`config.mk`:
```
export PLATFORM = sky130hd
export DESIGN_NAME = stepper_move_ctrl_flat
export DESIGN_NICKNAME = d
export VERILOG_FILES = /design/src/rtl/stepper_move_ctrl_if.sv /design/src/rtl/stepper_move_ctrl.sv /design/src/flat_wrapper.sv
export SDC_FILE = /design/constraint.sdc
export NUM_CORES = 1
export LEC_CHECK = 0
export CAP_MARGIN = 20
export CORE_UTILIZATION = 52
export CTS_CLUSTER_SIZE = 40
export DETAILED_ROUTE_END_ITERATION = 6
export PLACE_DENSITY = 0.75
export SLEW_MARGIN = 20
export SYNTH_ARGS = -nofsm -noshare
export SYNTH_HDL_FRONTEND = slang
export SYNTH_SLANG_ARGS = --single-unit
```
`constraint.sdc`:
```
create_clock -name CLOCK_50 -period 2.5 [get_ports CLOCK_50]
set_input_delay 0.625 -clock CLOCK_50 [delete_from_list [all_inputs] [get_ports CLOCK_50]]
set_output_delay 0.625 -clock CLOCK_50 [all_outputs]
set_load 0.01 [all_outputs]
```
`src/rtl/stepper_move_ctrl_if.sv`:
```
// Signal bundle between the button front end, stepper_move_ctrl and the driver pins / status LEDs.
// The slave modport is the sequencer's view; the master modport is the requester and observer view.
interface stepper_move_ctrl_if;
  logic req_cw;
  logic req_ccw;
  logic abort;
  logic step;
  logic dir;
  logic en_n;
  logic busy;
  logic done;
  logic aborted;
  logic red;
  logic green;
  logic blue;

  modport slave (
    input  req_cw, req_ccw, abort,
    output step, dir, en_n, busy, done, aborted, red, green, blue
  );

  modport master (
    output req_cw, req_ccw, abort,
    input  step, dir, en_n, busy, done, aborted, red, green, blue
  );
endinterface

```
`src/rtl/stepper_move_ctrl.sv`:
```
// Stepper move sequencer: runs a fixed-length move as STEP/DIR/ENABLE pulses with setup,
// pulse-width and rate timing, supports early abort and drives the status LEDs.
module stepper_move_ctrl #(
  parameter int STEPS_180   = 100,
  parameter int STEP_PERIOD = 50000,
  parameter int PULSE_W     = 100,
  parameter int DIR_SETUP   = 250
) (
  input  logic CLOCK_50,
  input  logic reset_n,
  stepper_move_ctrl_if.slave bus
);

  localparam int TMAX    = (STEP_PERIOD > DIR_SETUP) ? STEP_PERIOD : DIR_SETUP;
  localparam int TIMER_W = $clog2(TMAX + 1);
  localparam int CNT_W   = $clog2(STEPS_180 + 1);

  // Timers count down from duration-1, so a phase lasts exactly its nominal number of cycles.
  localparam logic [TIMER_W-1:0] SETUP_LOAD = TIMER_W'(DIR_SETUP - 1);
  localparam logic [TIMER_W-1:0] HI_LOAD    = TIMER_W'(PULSE_W - 1);
  localparam logic [TIMER_W-1:0] LO_LOAD    = TIMER_W'(STEP_PERIOD - PULSE_W - 1);
  localparam logic [CNT_W-1:0]   STEPS_LOAD = CNT_W'(STEPS_180);

  typedef enum logic [2:0] {
    S_IDLE    = 3'd0,
    S_SETUP   = 3'd1,
    S_STEP_HI = 3'd2,
    S_STEP_LO = 3'd3,
    S_DONE    = 3'd4
  } state_t;

  state_t             state_q, state_d;
  logic [TIMER_W-1:0] timer_q, timer_d;
  logic [CNT_W-1:0]   remaining_q, remaining_d;
  logic               dir_q, dir_d;
  logic               aborted_q, aborted_d;
  logic               abort_pend_q, abort_pend_d;
  logic               step_q, step_d;
  logic               en_n_q, en_n_d;
  logic               busy_q, busy_d;
  logic               done_q, done_d;
  logic               red_q, red_d;
  logic               green_q, green_d;
  logic               blue_q, blue_d;
  logic               timer_zero;

  assign timer_zero = (timer_q == {TIMER_W{1'b0}});

  // Next-state, timer, step counter and latched direction/abort status.
  always_comb begin
    state_d      = state_q;
    timer_d      = timer_q;
    remaining_d  = remaining_q;
    dir_d        = dir_q;
    aborted_d    = aborted_q;
    abort_pend_d = abort_pend_q;
    case (state_q)
      S_IDLE: begin
        if (bus.req_cw || bus.req_ccw) begin
          state_d      = S_SETUP;
          dir_d        = bus.req_cw;
          timer_d      = SETUP_LOAD;
          remaining_d  = STEPS_LOAD;
          aborted_d    = 1'b0;
          abort_pend_d = 1'b0;
        end else begin
          state_d = S_IDLE;
        end
      end
      S_SETUP: begin
        if (bus.abort) begin
          state_d   = S_DONE;
          aborted_d = 1'b1;
        end else if (timer_zero) begin
          state_d = S_STEP_HI;
          timer_d = HI_LOAD;
        end else begin
          timer_d = timer_q - TIMER_W'(1);
        end
      end
      S_STEP_HI: begin
        // An abort seen during the high phase is remembered so the pulse is never cut short.
        if (timer_zero) begin
          remaining_d = remaining_q - CNT_W'(1);
          if (abort_pend_q || bus.abort) begin
            state_d      = S_DONE;
            aborted_d    = 1'b1;
            abort_pend_d = 1'b0;
          end else begin
            state_d = S_STEP_LO;
            timer_d = LO_LOAD;
          end
        end else begin
          timer_d      = timer_q - TIMER_W'(1);
          abort_pend_d = abort_pend_q | bus.abort;
        end
      end
      S_STEP_LO: begin
        if (bus.abort) begin
          state_d   = S_DONE;
          aborted_d = 1'b1;
        end else if (timer_zero) begin
          if (remaining_q != {CNT_W{1'b0}}) begin
            state_d = S_STEP_HI;
            timer_d = HI_LOAD;
          end else begin
            state_d = S_DONE;
          end
        end else begin
          timer_d = timer_q - TIMER_W'(1);
        end
      end
      S_DONE: begin
        state_d = S_IDLE;
        timer_d = {TIMER_W{1'b0}};
      end
      default: begin
        state_d = S_IDLE;
      end
    endcase
  end

  // Output values for the coming cycle, decoded from the next state so outputs are flops.
  always_comb begin
    step_d  = (state_d == S_STEP_HI);
    busy_d  = (state_d != S_IDLE);
    en_n_d  = ~busy_d;
    done_d  = (state_d == S_DONE);
    green_d = (state_d == S_IDLE);
    blue_d  = busy_d & dir_d;
    red_d   = (busy_d & ~dir_d) | (green_d & aborted_d);
  end

  // State and output registers with asynchronous reset to the idle, driver-disabled condition.
  always_ff @(posedge CLOCK_50 or negedge reset_n) begin
    if (!reset_n) begin
      state_q      <= S_IDLE;
      timer_q      <= {TIMER_W{1'b0}};
      remaining_q  <= {CNT_W{1'b0}};
      dir_q        <= 1'b1;
      aborted_q    <= 1'b0;
      abort_pend_q <= 1'b0;
      step_q       <= 1'b0;
      en_n_q       <= 1'b1;
      busy_q       <= 1'b0;
      done_q       <= 1'b0;
      red_q        <= 1'b0;
      green_q      <= 1'b1;
      blue_q       <= 1'b0;
    end else begin
      state_q      <= state_d;
      timer_q      <= timer_d;
      remaining_q  <= remaining_d;
      dir_q        <= dir_d;
      aborted_q    <= aborted_d;
      abort_pend_q <= abort_pend_d;
      step_q       <= step_d;
      en_n_q       <= en_n_d;
      busy_q       <= busy_d;
      done_q       <= done_d;
      red_q        <= red_d;
      green_q      <= green_d;
      blue_q       <= blue_d;
    end
  end

  assign bus.step    = step_q;
  assign bus.dir     = dir_q;
  assign bus.en_n    = en_n_q;
  assign bus.busy    = busy_q;
  assign bus.done    = done_q;
  assign bus.aborted = aborted_q;
  assign bus.red     = red_q;
  assign bus.green   = green_q;
  assign bus.blue    = blue_q;

endmodule
```
`src/flat_wrapper.sv`:
```
// flat-port wrapper written by rule: the top's interface ports become plain ports
module stepper_move_ctrl_flat 
#(
  parameter int STEPS_180   = 100,
  parameter int STEP_PERIOD = 50000,
  parameter int PULSE_W     = 100,
  parameter int DIR_SETUP   = 250
)
  (CLOCK_50, reset_n, bus_req_cw, bus_req_ccw, bus_abort, bus_step, bus_dir, bus_en_n, bus_busy, bus_done, bus_aborted, bus_red, bus_green, bus_blue);
  stepper_move_ctrl_if bus_i ();
  input  logic CLOCK_50;
  input  logic reset_n;
  input wire logic [$bits(bus_i.req_cw)-1:0] bus_req_cw;
  input wire logic [$bits(bus_i.req_ccw)-1:0] bus_req_ccw;
  input wire logic [$bits(bus_i.abort)-1:0] bus_abort;
  output wire logic [$bits(bus_i.step)-1:0] bus_step;
  output wire logic [$bits(bus_i.dir)-1:0] bus_dir;
  output wire logic [$bits(bus_i.en_n)-1:0] bus_en_n;
  output wire logic [$bits(bus_i.busy)-1:0] bus_busy;
  output wire logic [$bits(bus_i.done)-1:0] bus_done;
  output wire logic [$bits(bus_i.aborted)-1:0] bus_aborted;
  output wire logic [$bits(bus_i.red)-1:0] bus_red;
  output wire logic [$bits(bus_i.green)-1:0] bus_green;
  output wire logic [$bits(bus_i.blue)-1:0] bus_blue;
  assign bus_i.req_cw = bus_req_cw;
  assign bus_i.req_ccw = bus_req_ccw;
  assign bus_i.abort = bus_abort;
  assign bus_step = bus_i.step;
  assign bus_dir = bus_i.dir;
  assign bus_en_n = bus_i.en_n;
  assign bus_busy = bus_i.busy;
  assign bus_done = bus_i.done;
  assign bus_aborted = bus_i.aborted;
  assign bus_red = bus_i.red;
  assign bus_green = bus_i.green;
  assign bus_blue = bus_i.blue;
  stepper_move_ctrl #(.STEPS_180(STEPS_180), .STEP_PERIOD(STEP_PERIOD), .PULSE_W(PULSE_W), .DIR_SETUP(DIR_SETUP)) u_core (.CLOCK_50(CLOCK_50), .reset_n(reset_n), .bus(bus_i));
endmodule
```
==> flow_summary_export.csv <==
group,metric,value,unit
yosys,ys_warn_count,0,
critical_path,largest_incremental_delay_on_the_critical_path,600,ps
yosys,synth_top_flop_cell,"sky130_fd_sc_hd__dfrtp_1",
critical_path,worst_ep_required_time,2680,ps
detailed_routing,post_drt_wl_per_cell,17.8,um
sta,report.final.hold_viol_count,0,
cts,clock_tree_from_tritoncts,"yes",
critical_path,reg2regPathDepth,8,
critical_path,critPathMaxFanout,5,
cells_and_area,drive_above_1_share,23.2,%
yosys,postSynthRegisterBits,35,
critical_path,critPathCaptureType,"flip-flop",
global_route,maximum_number_of_pins_on_one_net_before_global_route_repair,36,
detailed_routing,detail-route-antenna-nets,0,
detailed_routing,drc,0,
sta,max_slew_margin,65.6,%
sta,clock_skew,6.69,ps
placed_design,post_dp_cell_area,2290,sq um
global_route,use_met3,5.98,%
floorplanning,initial_core_util,56.4,%
cts,number_of_cts_inserted_buffers,5,
detailed_routing,avgViaCountPerCell,6.37,
pwr,p_total,2.36,mW
status,status,"finished with violations",
global_route,global_route.usage.met1,34.2,%
cts,h-tree-depth,2,
pwr,p_leak,1.05,nW
floorplanning,die_area,4010,sq um
global_route,grt.overflow.total,0,
floorplanning,chipHeight,63.3,um
critical_path,cp.arrival,2710,ps
placed_design,gp_routability_congestion,0.954,
yosys,cell_type_with_the_highest_aggregate_area_in_the_netlist,"sky130_fd_sc_hd__dfrtp_1",
sta,setup_viol_count_final,3,
floorplanning,core_region_area,3470,sq um
hold_path,whs_path_depth,1,
hold_path,hp-class,"flip-flop to flip-flop",
global_route,antenna_found_initial,0,
cells_and_area,utilization,70.3,%
yosys,synth_top_area_share,42.2,%
job,max_cap_viol_count,0,
global_route,first_global_vias,1810,
yosys,synth_top_cells_by_area,"sky130_fd_sc_hd__dfrtp_1 (42%), sky130_fd_sc_hd__nor2_1 (4.0%), sky130_fd_sc_hd__nor3_1 (3.6%)",
cts,clkSlewWorstSetupHoldPaths,70,ps
cts,cts.sinks,35,
cts,cts_root_buffer,"sky130_fd_sc_hd__clkbuf_8",
yosys,synth.cell_area,1960,sq um
cells_and_area,area.growth.synth_to_final,24.6,%
critical_path,crit_slowest_cell,"sky130_fd_sc_hd__or4_4",
status,failed_checks,"setup timing",
sta,fmax,395,MHz
global_route,global_route_wire_length_before_repair,8.44,mm
yosys,synthesized_netlist_net_count,212,
placed_design,post-place-ws,10.6,ps
global_route,global_route.usage.met2,43.9,%
yosys,synthesis.instances,205,
critical_path,crit_type,"flip-flop to flip-flop",
yosys,yosys-top-cells-count,"sky130_fd_sc_hd__dfrtp_1 (33), sky130_fd_sc_hd__nor2_1 (21), sky130_fd_sc_hd__nand2_1 (16)",
detailed_routing,postRouteWirelength,5.21,mm
sta,rsz0062_at_grt,"yes",
placed_design,place.port_buffers,13,
detailed_routing,drtIter0Drc,146,
yosys,post-synth-top-count-cell,"sky130_fd_sc_hd__dfrtp_1",
floorplanning,die_w,63.3,um
cells_and_area,antenna_cells_inserted,0,
cells_and_area,layout.cell_area.non_filler,2440,sq um
cts,insertion_delay,300,ps
sta,final_min_period_over_clock_period,101,%
sta,layout_min_cycle_time,2530,ps
global_route,overall_track_demand_over_capacity_in_global_routing,27.4,%
yosys,synth_cell_type_count,53,
yosys,synth_sequential_area_ratio,44.9,%
placed_design,hpwl,3.65,mm
sta,slack_of_the_critical_path,-32.9,ps
pwr,irDropWorstVdd,0.547,mV
cts,max-clock-path-buffers,2,
yosys,synth-edff-count,0,
pwr,p_per_area,969,nW/um^2
yosys,async_set_reset_flop_share_out_of_synthesis,100,%
sta,max_slew.worst_pin.slew,511,ps
detailed_routing,drt_pass1_iterations,5,
detailed_routing,vias_post_dr,1861,
yosys,synthesis.area_per_instance,9.55,sq um
critical_path,worst_setup_path_start_kind,"flip-flop",
floorplanning,core.rowCount,21,
sta,timing.final.max_slew_violations,0,
global_route,grt_most_used_layer,"met2",
floorplanning,pin_count,14,
cells_and_area,nNetsFinal,252,
critical_path,worst_path_cell_chain,"inv_2, ha_4, or3b_4, or4_4, buf_6, a221oi_4, nor2_4, mux2i_1",
[repair_timing]
| item | CTS | global route |
|---|---|---|
| hold buffers | 0 | 0 |
| setup buffers | 0 | 2 |
| resized for setup | 0 | 6 |
| setup endpoints to repair | 0 | 10 |
[report_power, final]
group	internal, mW	total, mW	switching [mW]
clock	0.251	0.454	0.203
sequential	0.700	0.786	0.0860
combinational	0.505	1.12	0.618
total	1.46	2.36	0.907
[layer usage]
| layer | share of wire (%) | wire (um) | up-vias |
|---|---|---|---|
| met5 | 0 | 0 | - |
| met4 | 2.4 | 126 | 0 |
| met3 | 7.2 | 375 | 13 |
| met2 | 49 | 2540 | 95 |
| met1 | 42 | 2160 | 919 |
| li1 | - | - | 834 |
[cell families (layout without fill, tap and decap cells)]
group	Yosys count	count (layout)	share of synthesized area, %
and+or+nand+nor	84	85	23.1
AOI/OAI and AO/OA	63	63	24.0
DFF	35	35	44.9
buffers and inverters	15	55	3.90
xor gates and xnor gates	4	4	1.79
adders and majority gates	2	2	1.28
muxes	2	2	1.09
[worst max-delay path: cells and delay by family (launching register included)]
kind                       cells  cell delay, ps
and+or+nand+nor                3            1100
muxes                          1             130
DFF                            1             420
adders and majority gates      1             130
AOI/OAI and AO/OA              1             370
buffers and inverters          2             260
[layout make-up]
cell class	count	area [sq um]
inverter	7	26.3
multi-input combinational	156	1040
fill	272	1030
timing repair buffer	40	337
clock buffer	8	100
sequential	35	878
tap	46	57.6
[final timing paths]
check | startpoint | slack [ps] | to
max in group asynchronous | reset_n | 1430 | u_core.bus.en_n
max reg2reg | u_core.timer_q[0] | -30 | u_core.bus.red
min reg2reg | u_core.remaining_q[6] | 490 | u_core.remaining_q[6]
max | u_core.timer_q[0] | -30 | u_core.bus.red
min in group asynchronous | reset_n | 730 | u_core.abort_pend_q
min | u_core.remaining_q[6] | 490 | u_core.remaining_q[6]
[placed cells by master (no fill, tap or decap), types with 2 or more instances in the layout]
cell,count
sky130_fd_sc_hd__or4_1,5
sky130_fd_sc_hd__o22a_1,2
sky130_fd_sc_hd__inv_1,5
sky130_fd_sc_hd__and2_1,3
sky130_fd_sc_hd__xnor2_1,3
sky130_fd_sc_hd__and3_1,3
sky130_fd_sc_hd__o21ba_2,2
sky130_fd_sc_hd__o31ai_1,2
sky130_fd_sc_hd__a21o_1,4
sky130_fd_sc_hd__dfrtp_1,33
sky130_fd_sc_hd__o21ai_0,12
sky130_fd_sc_hd__o41ai_1,3
sky130_fd_sc_hd__nand2_1,16
sky130_fd_sc_hd__inv_2,2
sky130_fd_sc_hd__dfstp_2,2
sky130_fd_sc_hd__a31oi_1,3
sky130_fd_sc_hd__o211ai_1,3
sky130_fd_sc_hd__clkdlybuf4s50_1,13
sky130_fd_sc_hd__a22oi_1,2
sky130_fd_sc_hd__a21oi_1,9
sky130_fd_sc_hd__o21a_1,2
sky130_fd_sc_hd__clkbuf_8,7
sky130_fd_sc_hd__nor2b_1,5
sky130_fd_sc_hd__buf_4,26
sky130_fd_sc_hd__nor3_1,14
sky130_fd_sc_hd__nor4_1,4
sky130_fd_sc_hd__nor2_1,21
sky130_fd_sc_hd__o21ai_1,8
sky130_fd_sc_hd__a22o_1,3
[flip-flops by register name (all words and copies together), names as in the netlist]
register,flops
u_core.timer_q,16
u_core.remaining_q,7
u_core.state_q,3
u_core.abort_pend_q,1
u_core.bus.aborted,1
u_core.bus.blue,1
u_core.bus.busy,1
u_core.bus.dir,1
u_core.bus.done,1
u_core.bus.en_n,1
u_core.bus.red,1
u_core.bus.step,1
[per-stage QoR]
step / instances / setup TNS [ps] / hold slack (ps)
after floorplan: 205 / 0 / 329
after global placement: 281 / 0 / 450
after detailed placement: 281 / 0 / 471
after CTS: 289 / 0 / 484
after global routing: 292 / -383 / 512
final: 292 / -64.0 / 485
(Power assumes the default switching activity.)
